===== src/rtl/color_pkg.sv =====
// Shared colour codes, FSM states and RGB levels for the pattern generator and the colour detector.
package color_pkg;

  localparam logic [1:0] COL_BLACK = 2'd0;
  localparam logic [1:0] COL_RED   = 2'd1;
  localparam logic [1:0] COL_GREEN = 2'd2;
  localparam logic [1:0] COL_BLUE  = 2'd3;

  // Primary level must clear the detector threshold (>=150); off-channels stay at or below 100.
  localparam logic [7:0] DEF_HIGH = 8'd200;
  localparam logic [7:0] DEF_LOW  = 8'd50;

  typedef enum logic [1:0] {
    IDLE   = 2'd0,
    STREAM = 2'd1,
    DONE   = 2'd2
  } state_t;

  typedef struct packed {
    logic [7:0] r;
    logic [7:0] g;
    logic [7:0] b;
  } rgb_t;

  function automatic rgb_t color_to_rgb(input logic [1:0] code,
                                        input logic [7:0] hi,
                                        input logic [7:0] lo);
    rgb_t c;
    c = '0;
    case (code)
      COL_RED:   begin c.r = hi; c.g = lo; c.b = lo; end
      COL_GREEN: begin c.r = lo; c.g = hi; c.b = lo; end
      COL_BLUE:  begin c.r = lo; c.g = lo; c.b = hi; end
      default:   c = '0;
    endcase
    return c;
  endfunction

endpackage


===== src/rtl/color_pattern_gen.sv =====
// Turns (colour, length) commands into a registered RGB pixel stream; first pixel one cycle after accept.
// Stalls hold pixel and last flag stable; new commands are refused (cmd_ready=0) until back in IDLE.
module color_pattern_gen
  import color_pkg::*;
#(
  parameter logic [7:0] HIGH_LEVEL = DEF_HIGH,
  parameter logic [7:0] LOW_LEVEL  = DEF_LOW,
  parameter int         CNT_W      = 16
) (
  input  logic             clk,
  input  logic             reset,
  input  logic             cmd_valid,
  output logic             cmd_ready,
  input  logic [1:0]       cmd_color,
  input  logic [CNT_W-1:0] cmd_len,
  output logic             pix_valid,
  input  logic             pix_ready,
  output logic [7:0]       r_out,
  output logic [7:0]       g_out,
  output logic [7:0]       b_out,
  output logic             pix_last,
  output logic             done,
  output logic             busy
);

  localparam logic [CNT_W-1:0] ONE = CNT_W'(1);
  localparam logic [CNT_W-1:0] TWO = CNT_W'(2);

  state_t           state_q, state_d;
  logic [CNT_W-1:0] rem_q, rem_d;
  rgb_t             rgb_q, rgb_d;
  logic             pix_valid_q, pix_valid_d;
  logic             pix_last_q, pix_last_d;
  logic             done_q, done_d;
  logic             busy_q, busy_d;
  logic             cmd_ready_q, cmd_ready_d;

  always_comb begin
    state_d     = state_q;
    rem_d       = rem_q;
    rgb_d       = rgb_q;
    pix_valid_d = pix_valid_q;
    pix_last_d  = pix_last_q;
    done_d      = 1'b0;
    busy_d      = busy_q;
    cmd_ready_d = cmd_ready_q;

    case (state_q)
      IDLE: begin
        if (cmd_valid && cmd_ready_q) begin
          rem_d       = cmd_len;
          busy_d      = 1'b1;
          cmd_ready_d = 1'b0;
          if (cmd_len != '0) begin
            state_d     = STREAM;
            rgb_d       = color_to_rgb(cmd_color, HIGH_LEVEL, LOW_LEVEL);
            pix_valid_d = 1'b1;
            pix_last_d  = (cmd_len == ONE);
          end else begin
            state_d = DONE;
            done_d  = 1'b1;
          end
        end
      end
      STREAM: begin
        if (pix_valid_q && pix_ready) begin
          rem_d      = rem_q - ONE;
          // Look one pixel ahead so pix_last stays a registered output.
          pix_last_d = (rem_q == TWO);
          if (pix_last_q) begin
            state_d     = DONE;
            pix_valid_d = 1'b0;
            pix_last_d  = 1'b0;
            rgb_d       = '0;
            done_d      = 1'b1;
          end
        end
      end
      DONE: begin
        state_d     = IDLE;
        busy_d      = 1'b0;
        cmd_ready_d = 1'b1;
      end
      default: begin
        state_d     = IDLE;
        rem_d       = '0;
        rgb_d       = '0;
        pix_valid_d = 1'b0;
        pix_last_d  = 1'b0;
        busy_d      = 1'b0;
        cmd_ready_d = 1'b1;
      end
    endcase
  end

  always_ff @(posedge clk) begin
    if (reset) begin
      state_q     <= IDLE;
      rem_q       <= '0;
      rgb_q       <= '0;
      pix_valid_q <= 1'b0;
      pix_last_q  <= 1'b0;
      done_q      <= 1'b0;
      busy_q      <= 1'b0;
      cmd_ready_q <= 1'b1;
    end else begin
      state_q     <= state_d;
      rem_q       <= rem_d;
      rgb_q       <= rgb_d;
      pix_valid_q <= pix_valid_d;
      pix_last_q  <= pix_last_d;
      done_q      <= done_d;
      busy_q      <= busy_d;
      cmd_ready_q <= cmd_ready_d;
    end
  end

  assign cmd_ready = cmd_ready_q;
  assign pix_valid = pix_valid_q;
  assign pix_last  = pix_last_q;
  assign r_out     = rgb_q.r;
  assign g_out     = rgb_q.g;
  assign b_out     = rgb_q.b;
  assign done      = done_q;
  assign busy      = busy_q;

endmodule

===== config.mk =====
export PLATFORM = sky130hd
export DESIGN_NAME = color_pattern_gen
export DESIGN_NICKNAME = d
export VERILOG_FILES = /design/src/rtl/color_pkg.sv /design/src/rtl/color_pattern_gen.sv
export SDC_FILE = /design/constraint.sdc
export NUM_CORES = 1
export LEC_CHECK = 0
export CORE_MARGIN = 1.5
export CORE_UTILIZATION = 29
export DETAILED_ROUTE_END_ITERATION = 6
export PLACE_DENSITY = 0.56
export SKIP_LAST_GASP = 1
export SLEW_MARGIN = 20
export SYNTH_ARGS = -nofsm -noshare
export SYNTH_HDL_FRONTEND = slang
export SYNTH_SLANG_ARGS = --single-unit
export TNS_END_PERCENT = 1

===== constraint.sdc =====
create_clock -name clk -period 2.45 [get_ports clk]
set_clock_uncertainty 0.2 [all_clocks]
set_input_delay 0.245 -clock clk [delete_from_list [all_inputs] [get_ports clk]]
set_output_delay 0.245 -clock clk [all_outputs]
set_load 0.005 [all_outputs]

Word-level counts from Yosys, hierarchy flattened
Index checks and enable logic that the tools add are counted.
- $mul: 0
- shift operators: 0
- magnitude comparators: 0
- eq/ne operators: 11
- reductions and logical operators: 9
- div/mod/pow operators: 0
- multiplexer cells: 33
- bitwise gates (word level): 2
- $add $sub $neg: 1
- operators by type and width (operator ; count):
    one-hot mux 24 bit (3 select lines) ; 2
    2-to-1 mux 24 bit ; 4
    one-hot mux 16 bit (3 select lines) ; 1
    2-to-1 mux 16 bit ; 2
    == test 16 x 1 -> 1 bit, second input constant ; 1
    == test 16 x 2 -> 1 bit, second input constant ; 1
    nonzero test 16 bit ; 1
    subtractor 16 x 1 -> 16 bit, second input constant ; 1
    2-to-1 mux 1 bit ; 14
    2-to-1 mux 2 bit ; 4
    != test 2 bit, second input constant ; 4
    == test 2 bit, second input constant ; 3
    one-hot mux 1 bit (2 select lines) ; 3
    one-hot mux 1 bit (3 select lines) ; 2
    AND reduction 3 bit ; 2
    AND reduction 5 bit ; 1
    == test 2 x 1 -> 1 bit, second input constant ; 2
    one-hot mux 2 bit (2 select lines) ; 1
    AND reduction 4 bit ; 1
    logical AND 1 bit ; 2
    zero test 2 bit ; 1
    NOT 1 bit ; 2
    AND reduction 2 bit ; 1
- memories kept: 0
- word-level logic and storage cells: 66
- memory bits (read-only): 0
- output and inout bits: 29
- latch bits: 0
- memory bits (writable): 0
- flip-flop bits (word level): 47

Longest topological paths before layout
Gate-level depths: netlist of the first run.
- word-level depth: 5
- depth in mapped cells: 7

Least setup slack after synthesis of the first run
No wires, ideal clock.
- path kind: flip-flop to flip-flop
- start point: reg rem_q[0]
- end point: reg rem_q[14]
- period minus slack after synthesis: 1880 ps
- setup slack: 570 ps
- cell stages (with the launch flop): 8
- path buffers: 0
- arrival: 1546 ps
- required time: 2116 ps
- cells stage by stage: dfxtp_1 > inv_1 > ha_1 > or3b_4 > nor2b_4 > nor3b_2 > xnor2_1 > o22ai_1
- longest elaborated chain between the ends: 3
- ends and longest elaborated chain (item ; line ; source):
    start: declaration ; color_pattern_gen.sv:30 ; logic [CNT_W-1:0] rem_q, rem_d;
    start signal: assignment ; color_pattern_gen.sv:108 ; rem_q <= rem_d;
    subtractor 16 x 1 -> 16 bit ; color_pattern_gen.sv:67 ; rem_d = rem_q - ONE;
    2-to-1 mux 16 bit ; color_pattern_gen.sv:66 ; if (pix_valid_q && pix_ready) begin
    one-hot mux 16 bit (3 select lines) ; color_pattern_gen.sv:48 ; case (state_q)
No other way between the ends. The select of a mux whose other input is x is not followed.
A chain may end at the register's enable or synchronous reset.

Worst setup path after layout of the first run
Same ends and word-level chain as after synthesis.

==> impl_metrics.sql, run 1 <==
INSERT INTO impl_metrics (metric_group, metric, value, unit) VALUES
('logic_synthesis', 'synth_warnings', '0', ''),
('finish', 'layout.nets', '285', ''),
('worst_setup_path', 'timing.setup.critical_path_class', 'reg2reg', ''),
('outcome', 'outcome', 'finished, final reports clean', ''),
('finish', 'post-route-util', '0.381', ''),
('sta', 'grt_setup_unrepaired', 'no', ''),
('logic_synthesis', 'syn_area', '1910', 'um2'),
('hold_path', 'hold_class', 'reg2reg', ''),
('logic_synthesis', 'seq_area_frac_synth', '0.303', ''),
('floorplanning', 'initial_util', '0.301', ''),
('logic_synthesis', 'netlist_instances', '218', ''),
('worst_setup_path', 'critical_path_arrival', '2.02', 'ns'),
('sta', 'worst_slew_pin_slew', '0.512', 'ns'),
('floorplanning', 'rows', '29', ''),
('clock_network', 'clock-sinks', '29', ''),
('drt', 'finalWirelength', '4.94', 'mm'),
('clock_network', 'cts_inserted_buffers', '5', ''),
('finish', 'drive_above_1_share', '0.114', ''),
('logic_synthesis', 'synth.lib_cells_used.distinct', '60', ''),
('power', 'clockPowerShare', '0.290', ''),
('logic_synthesis', 'postSynthRegisterBits', '29', ''),
('floorplanning', 'ios', '51', ''),
('place', 'gpl.final_weighted_congestion', '0.793', ''),
('drt', 'drc_errors', '0', ''),
('grt', 'grt_max_degree', '19', ''),
('worst_setup_path', 'startpoint_class', 'register', ''),
('power', 'p_switching', '0.437', 'mW'),
('worst_setup_path', 'worstSetupEndpointType', 'register', ''),
('sta', 'hold_viol', '0', ''),
('floorplanning', 'dieWidth', '84.2', 'um'),
('drt', 'detail_routed_via_count_per_cell', '5.04', ''),
('worst_setup_path', 'worstReg2RegStart', 'rem_q[0]$_SDFFE_PP0P_', ''),
('worst_setup_path', 'cpPeakStageDelay', '0.44', 'ns'),
('drt', 'detail-route-antenna-nets', '0', ''),
('drt', 'detail_route.wl_per_cell', '14.9', 'um'),
('power', 'leakagePower', '0.943', 'nW'),
('drt', 'drt_first_iter_violations', '114', ''),
('worst_setup_path', 'path_max_fanout', '5', ''),
('clock_network', 'cts_root_buf', 'sky130_fd_sc_hd__clkbuf_8', ''),
('logic_synthesis', 'synth_edf_count', '0', ''),
('worst_setup_path', 'crit_path_start', 'rem_q[0]$_SDFFE_PP0P_', ''),
('place', 'dp_hpwl', '3.63', 'mm'),
('clock_network', 'cts_htree_levels', '2', ''),
('clock_network', 'clock_latency', '0.28', 'ns'),
('floorplanning', 'fp.coreArea', '6350', 'um2'),
('clock_network', 'ctsLongestPathBuffers', '2', ''),
('grt', 'number_of_global_route_vias_before_repair', '1647', ''),
('worst_setup_path', 'critical_path.top_delay_family', 'simple AND/OR/NAND/NOR gates', ''),
('drt', 'detailedRoute.firstPassIterationCount', '4', ''),
('sta', 'min_period', '2.07', 'ns'),
('logic_synthesis', 'ys.flop_type', 'sky130_fd_sc_hd__dfxtp_1', ''),
('grt', 'antenna_found_initial', '0', ''),
('logic_synthesis', 'post_synthesis_mean_instance_area', '8.78', 'um2'),
('power', 'internal_power', '0.952', 'mW'),
('grt', 'total_global_routing_overflow', '0', ''),
('grt', 'first_pass_grt_wire_length', '8.25', 'mm'),
('power', 'power.share.sequential', '0.401', ''),
('power', 'vdd.ir_drop.worst', '0.260', 'mV'),
('finish', 'insertedDiodeCount', '0', ''),
('sta', 'slew_violations', '0', ''),
('logic_synthesis', 'asyncSetResetFlopFracSynth', '0', ''),
('power', 'power_density', '573', 'nW/um2'),
('power', 'comb_power_share', '0.310', ''),
('clock_network', 'postCtsHoldBufs', '0', ''),
('worst_setup_path', 'worstPathBufferInverterCount', '1', ''),
('power', 'switching_share', '0.314', ''),
('clock_network', 'cts.clk_slew.worst_paths', '0.06', 'ns'),
('clock_network', 'cts_post_setup_buffers_inserted', '0', ''),
('worst_setup_path', 'critical_path_required', '2.41', 'ns'),
('run', 'drv_cap', '0', ''),
('clock_network', 'cts_tree', 'done', '');
-- power groups by stage --
stage | logic, mW | clock network, mW | registers (mW)
2_1_floorplan | 0.306 | 0 | 0.556
3_3_place_gp | 0.432 | 0 | 0.565
3_5_place_dp | 0.431 | 0 | 0.566
4_1_cts | 0.433 | 0.417 | 0.556
5_1_grt | 0.476 | 0.440 | 0.563
6_report | 0.430 | 0.402 | 0.556
-- final cells by class --
type	count	area [um2]
timing repair buffer	51	493
fill	653	3930
tap	77	96.3
clock buffer	7	86.3
inverter	10	37.5
sequential	29	581
multi-input combinational	158	1130
-- synthesized netlist by cell type, types with 2 or more instances --
library cell               count  area share
sky130_fd_sc_hd__a211o_1       2      0.0092
sky130_fd_sc_hd__a21boi_0      2      0.0078
sky130_fd_sc_hd__a21o_1        2      0.0078
sky130_fd_sc_hd__a21oi_1      11       0.029
sky130_fd_sc_hd__a22o_1        7       0.032
sky130_fd_sc_hd__a22oi_1       4       0.016
sky130_fd_sc_hd__a32oi_1       2      0.0092
sky130_fd_sc_hd__and2_1        3      0.0098
sky130_fd_sc_hd__buf_4        19       0.075
sky130_fd_sc_hd__buf_6         2       0.012
sky130_fd_sc_hd__clkbuf_1      3      0.0059
sky130_fd_sc_hd__dfxtp_1      29        0.30
sky130_fd_sc_hd__ha_1          8       0.052
sky130_fd_sc_hd__inv_1        10       0.020
sky130_fd_sc_hd__mux2i_1       2       0.010
sky130_fd_sc_hd__nand2_1      18       0.035
sky130_fd_sc_hd__nand2b_1      2      0.0065
sky130_fd_sc_hd__nand3_1       2      0.0052
sky130_fd_sc_hd__nand4_1       2      0.0065
sky130_fd_sc_hd__nor2_1       17       0.033
sky130_fd_sc_hd__nor2b_1       2      0.0065
sky130_fd_sc_hd__nor3_1        8       0.021
sky130_fd_sc_hd__nor3b_2       2       0.013
sky130_fd_sc_hd__nor4_1        3      0.0098
sky130_fd_sc_hd__nor4_2        2       0.013
sky130_fd_sc_hd__o211a_1       3       0.016
sky130_fd_sc_hd__o21ai_0       8       0.021
sky130_fd_sc_hd__o21ai_1       2      0.0052
sky130_fd_sc_hd__o22ai_1       4       0.013
sky130_fd_sc_hd__xnor2_1       6       0.027
sky130_fd_sc_hd__xor2_1        2      0.0092
-- sequential cells by signal, indices dropped and copies added, names as in the netlist --
name / cells
busy: 1
rem_q: 16
done: 1
b_out: 2
cmd_ready: 1
state_q: 2
pix_last: 1
pix_valid: 1
r_out: 2
g_out: 2
-- layer usage --
metal / vias to the layer above / global-route usage / share of wire
met4: 0 / 0.0596 / 0.017
met1: 778 / 0.199 / 0.48
met5: - / 0 / 0
met2: 54 / 0.224 / 0.44
met3: 9 / 0.0315 / 0.058
li1: 832 / - / -
-- stage by stage --
stage	cell area, um2	power (mW)	instances	hold slack, ns	setup WS, ns
finish	2420	1.39	332	0.281	0.384
global route	2420	1.48	332	0.322	0.269
CTS	2420	1.41	332	0.284	0.360
detailed placement	2340	0.997	325	0.255	0.217
global placement	2340	0.996	325	0.266	0.204
floorplan	1930	0.862	223	0.205	0.570
-- kinds of logic (layout without fill, tap and decap cells) --
group,Yosys count,in the layout,synth area share
and+or+nand+nor,74,74,0.240
DFF,29,29,0.303
AOI/OAI and AO/OA,59,59,0.233
other,1,6,0.00196
xor gates and xnor gates,8,8,0.0366
muxes,3,3,0.0164
buffers and inverters,36,68,0.116
adders and majority gates,8,8,0.0523
-- final timing paths --
check | end | cells after the start | slack, ns
max | rem_q[14]$_SDFFE_PP0P_ | 7 | 0.38
min | busy$_SDFFE_PP0P_ | 1 | 0.28
max reg2reg | rem_q[14]$_SDFFE_PP0P_ | 7 | 0.38
min reg2reg | busy$_SDFFE_PP0P_ | 1 | 0.28
-- layout by cell type (no fill, tap or decap), types with 2 or more instances in the layout --
cell type                         netlist  layout
sky130_fd_sc_hd__nor4_2                 2       2
sky130_fd_sc_hd__conb_1                 1       6
sky130_fd_sc_hd__o22ai_1                4       4
sky130_fd_sc_hd__nand3_1                2       2
sky130_fd_sc_hd__mux2i_1                2       2
sky130_fd_sc_hd__nor4_1                 3       3
sky130_fd_sc_hd__a21o_1                 2       2
sky130_fd_sc_hd__a211o_1                2       2
sky130_fd_sc_hd__nand4_1                2       2
sky130_fd_sc_hd__and2_1                 3       3
sky130_fd_sc_hd__nand2_1               18      18
sky130_fd_sc_hd__a22o_1                 7       7
sky130_fd_sc_hd__clkbuf_8               0       6
sky130_fd_sc_hd__o21ai_1                2       2
sky130_fd_sc_hd__nand2b_1               2       2
sky130_fd_sc_hd__nor2b_1                2       2
sky130_fd_sc_hd__ha_1                   8       8
sky130_fd_sc_hd__a22oi_1                4       4
sky130_fd_sc_hd__a21boi_0               2       2
sky130_fd_sc_hd__nor2_1                17      17
sky130_fd_sc_hd__buf_4                 19       7
sky130_fd_sc_hd__nor3_1                 8       8
sky130_fd_sc_hd__xor2_1                 2       2
sky130_fd_sc_hd__o21ai_0                8       8
sky130_fd_sc_hd__clkdlybuf4s50_1        0      44
sky130_fd_sc_hd__nor3b_2                2       2
sky130_fd_sc_hd__xnor2_1                6       6
sky130_fd_sc_hd__o211a_1                3       3
sky130_fd_sc_hd__a32oi_1                2       2
sky130_fd_sc_hd__a21oi_1               11      11
sky130_fd_sc_hd__dfxtp_1               29      29
sky130_fd_sc_hd__inv_1                 10      10
No activity file was read; power rests on OpenSTA's default activity.
==> inputs of run 2 (changes only) <==
Clock period 2.45 ns to 2.1 ns, I/O delays scaled along.
==> run 2 against run 1 <==
  * Sequential cell count is the same
  * Fmax grew 4.5%
  * Non-clock buffer count increased by 19
  * Sequential share of layout area shrank 1.8 points
  * Sequential power rose by 16%
  * Utilization rose by 3.1 points
  * Cell count rose by 6.0%
  * Worst hold slack lost 0.0033 ns
  * Combinational power grew 30%
  * Global-route usage is 0.17 points higher
  * Clock-buffer cell count decreased by 1
  * Critical path type unchanged
==> impl_metrics.sql, run 2 (synthesis results as in run 1) <==
INSERT INTO impl_metrics (metric_group, metric, value, unit) VALUES
('sta', 'hold_viol', '0', ''),
('power', 'power_density', '698', 'nW/um2'),
('grt', 'antenna_found_initial', '0', ''),
('finish', 'mostFrequentLayoutCells', 'sky130_fd_sc_hd__clkdlybuf4s50_1, sky130_fd_sc_hd__dfxtp_1, sky130_fd_sc_hd__buf_4', ''),
('clock_network', 'clock_latency', '0.29', 'ns'),
('floorplanning', 'fp.coreArea', '6350', 'um2'),
('clock_network', 'clock-sinks', '29', ''),
('finish', 'regMostFlops', 'rem_q', ''),
('finish', 'drive_above_1_share', '0.185', ''),
('sta', 'report.final.setup_viol', '0', ''),
('worst_setup_path', 'path_max_fanout', '4', ''),
('sta', 'finalWorstSetupSlack', '0.122', 'ns'),
('floorplanning', 'dieWidth', '84.2', 'um'),
('floorplanning', 'ios', '51', ''),
('worst_setup_path', 'setup.reg_to_reg.worst_slack', '0.12', 'ns'),
('run', 'drv_cap', '0', ''),
('finish', 'final_cell_count_no_fill', '352', ''),
('sta', 'slew_violations', '0', ''),
('finish', 'flip_flop_count_of_the_largest_register_after_layout', '16', ''),
('grt', 'total_global_routing_overflow', '0', ''),
('worst_setup_path', 'critical_path_destination', 'rem_q[14]$_SDFFE_PP0P_', ''),
('clock_network', 'cts_root_buf', 'sky130_fd_sc_hd__clkbuf_8', ''),
('worst_setup_path', 'timing.rr.end', 'rem_q[14]$_SDFFE_PP0P_', ''),
('floorplanning', 'floorplan.die.height', '84.2', 'um'),
('clock_network', 'ctsLongestPathBuffers', '2', ''),
('floorplanning', 'initial_util', '0.301', ''),
('sta', 'min_period', '1.98', 'ns'),
('clock_network', 'cts_inserted_buffers', '5', ''),
('sta', 'fin_hold_ws', '0.278', 'ns'),
('worst_setup_path', 'timing.reg2reg.worst_path_depth', '7', ''),
('finish', 'insertedDiodeCount', '0', ''),
('drt', 'detailroute.via_count', '1765', ''),
('worst_setup_path', 'worstReg2RegStart', 'rem_q[0]$_SDFFE_PP0P_', ''),
('finish', 'layout_commonest_cell', 'sky130_fd_sc_hd__clkdlybuf4s50_1', ''),
('grt', 'number_of_global_route_vias_before_repair', '1697', ''),
('finish', 'layout.nets', '304', ''),
('clock_network', 'cts.clk_slew.worst_paths', '0.07', 'ns'),
('sta', 'grt_setup_unrepaired', 'yes', ''),
('place', 'place_ws', '-0.150', 'ns'),
('sta', 'final.period_utilization', '0.942', ''),
('drt', 'finalWirelength', '5.04', 'mm'),
('finish', 'fillCellCount', '646', ''),
('finish', 'flow.area_growth_from_synthesis', '36.8', '%'),
('floorplanning', 'die_area', '7090', 'um2'),
('worst_setup_path', 'timing.setup.critical_path_class', 'reg2reg', ''),
('grt', 'grt_use_total', '0.148', ''),
('worst_setup_path', 'worstSetupEndpointType', 'register', ''),
('drt', 'detail_route.wl_per_cell', '14.3', 'um'),
('worst_setup_path', 'crit_path_start', 'rem_q[0]$_SDFFE_PP0P_', ''),
('worst_setup_path', 'critical_path_arrival', '1.95', 'ns'),
('hold_path', 'hold_class', 'reg2reg', ''),
('drt', 'drc_errors', '0', ''),
('clock_network', 'cts_htree_levels', '2', ''),
('worst_setup_path', 'critical_path_required', '2.07', 'ns'),
('place', 'gpl.final_weighted_congestion', '0.845', ''),
('sta', 'max_freq', '0.506', 'GHz'),
('clock_network', 'postCtsHoldBufs', '0', ''),
('worst_setup_path', 'startpoint_class', 'register', ''),
('place', 'dpl.cell_count', '344', ''),
('place', 'dp_hpwl', '3.70', 'mm'),
('drt', 'detail_routed_via_count_per_cell', '5.01', ''),
('drt', 'drt_first_iter_violations', '110', ''),
('floorplanning', 'rows', '29', ''),
('power', 'vdd.ir_drop.worst', '0.328', 'mV'),
('place', 'place.port_buffers', '44', ''),
('outcome', 'outcome', 'finished, final reports clean', ''),
('clock_network', 'cts_tree', 'done', ''),
('power', 'leakagePower', '1.05', 'nW'),
('drt', 'detail-route-antenna-nets', '0', ''),
('drt', 'detailedRoute.firstPassIterationCount', '4', ''),
('grt', 'first_pass_grt_wire_length', '8.36', 'mm'),
('grt', 'grt_max_degree', '18', ''),
('finish', 'post-route-util', '0.412', '');
run 2: how the worst min path moves through the flow:
| stage | from | to | slack (ns) | cells after the start |
|---|---|---|---|---|
| final | busy$_SDFFE_PP0P_ | busy$_SDFFE_PP0P_ | 0.28 | 1 |
| after global routing | busy$_SDFFE_PP0P_ | busy$_SDFFE_PP0P_ | 0.32 | 1 |
| after CTS | busy$_SDFFE_PP0P_ | busy$_SDFFE_PP0P_ | 0.28 | 1 |
| after detailed placement | busy$_SDFFE_PP0P_ | busy$_SDFFE_PP0P_ | 0.25 | 1 |
| after global placement | busy$_SDFFE_PP0P_ | busy$_SDFFE_PP0P_ | 0.26 | 1 |
| after floorplan | cmd_len[7] | rem_q[7]$_SDFFE_PP0P_ | 0.17 | 2 |
run 2: timing repair:
| action | in CTS | in global routing |
|---|---|---|
| setup endpoints to repair | 0 | 5 |
| gates resized for setup | 0 | 1 |
| buffers inserted | 0 | 0 |
run 2: final cells by class:
type                    count  area (um2)  area share
repair buffers             70         648       0.248
well taps                  77        96.3      0.0368
multi-input cells         158        1130       0.434
flip-flops and latches     29         581       0.222
clock buffers               6        82.6      0.0315
inverters                  10        37.5      0.0143
clock inverters             2        37.5      0.0143
run 2: metrics by stage:
| step | area [um2] | TNS, ns | power [mW] |
|---|---|---|---|
| after floorplan | 1930 | 0 | 1.01 |
| after CTS | 2610 | 0 | 1.84 |
| after global placement | 2490 | -0.667 | 1.21 |
| after global routing | 2620 | -0.00513 | 1.92 |
| after detailed placement | 2490 | -0.956 | 1.21 |
| final | 2620 | 0 | 1.83 |
run 2: where the power goes:
group,leakage [nW],total [mW],internal (mW),switching (mW)
clock network,0.0574,0.624,0.386,0.238
logic,0.757,0.558,0.296,0.261
registers,0.238,0.647,0.594,0.0531
run 2: critical path: stages, from the launching register on:
cell	delay, ns
sky130_fd_sc_hd__dfxtp_1	0.34
sky130_fd_sc_hd__inv_1	0.09
sky130_fd_sc_hd__ha_1	0.20
sky130_fd_sc_hd__or3b_4	0.44
sky130_fd_sc_hd__nor2b_4	0.16
sky130_fd_sc_hd__nor3b_2	0.20
sky130_fd_sc_hd__xnor2_1	0.14
sky130_fd_sc_hd__o22ai_1	0.09
run 2: per-layer routing:
metal / GRT usage / share of wire / wire length, um / vias up
met1: 0.206 / 0.50 / 2520 / 821
li1: - / - / - / 878
met4: 0.0462 / 0.0036 / 18 / 0
met3: 0.0364 / 0.066 / 333 / 4
met2: 0.224 / 0.43 / 2170 / 62
met5: 0 / 0 / 0 / -
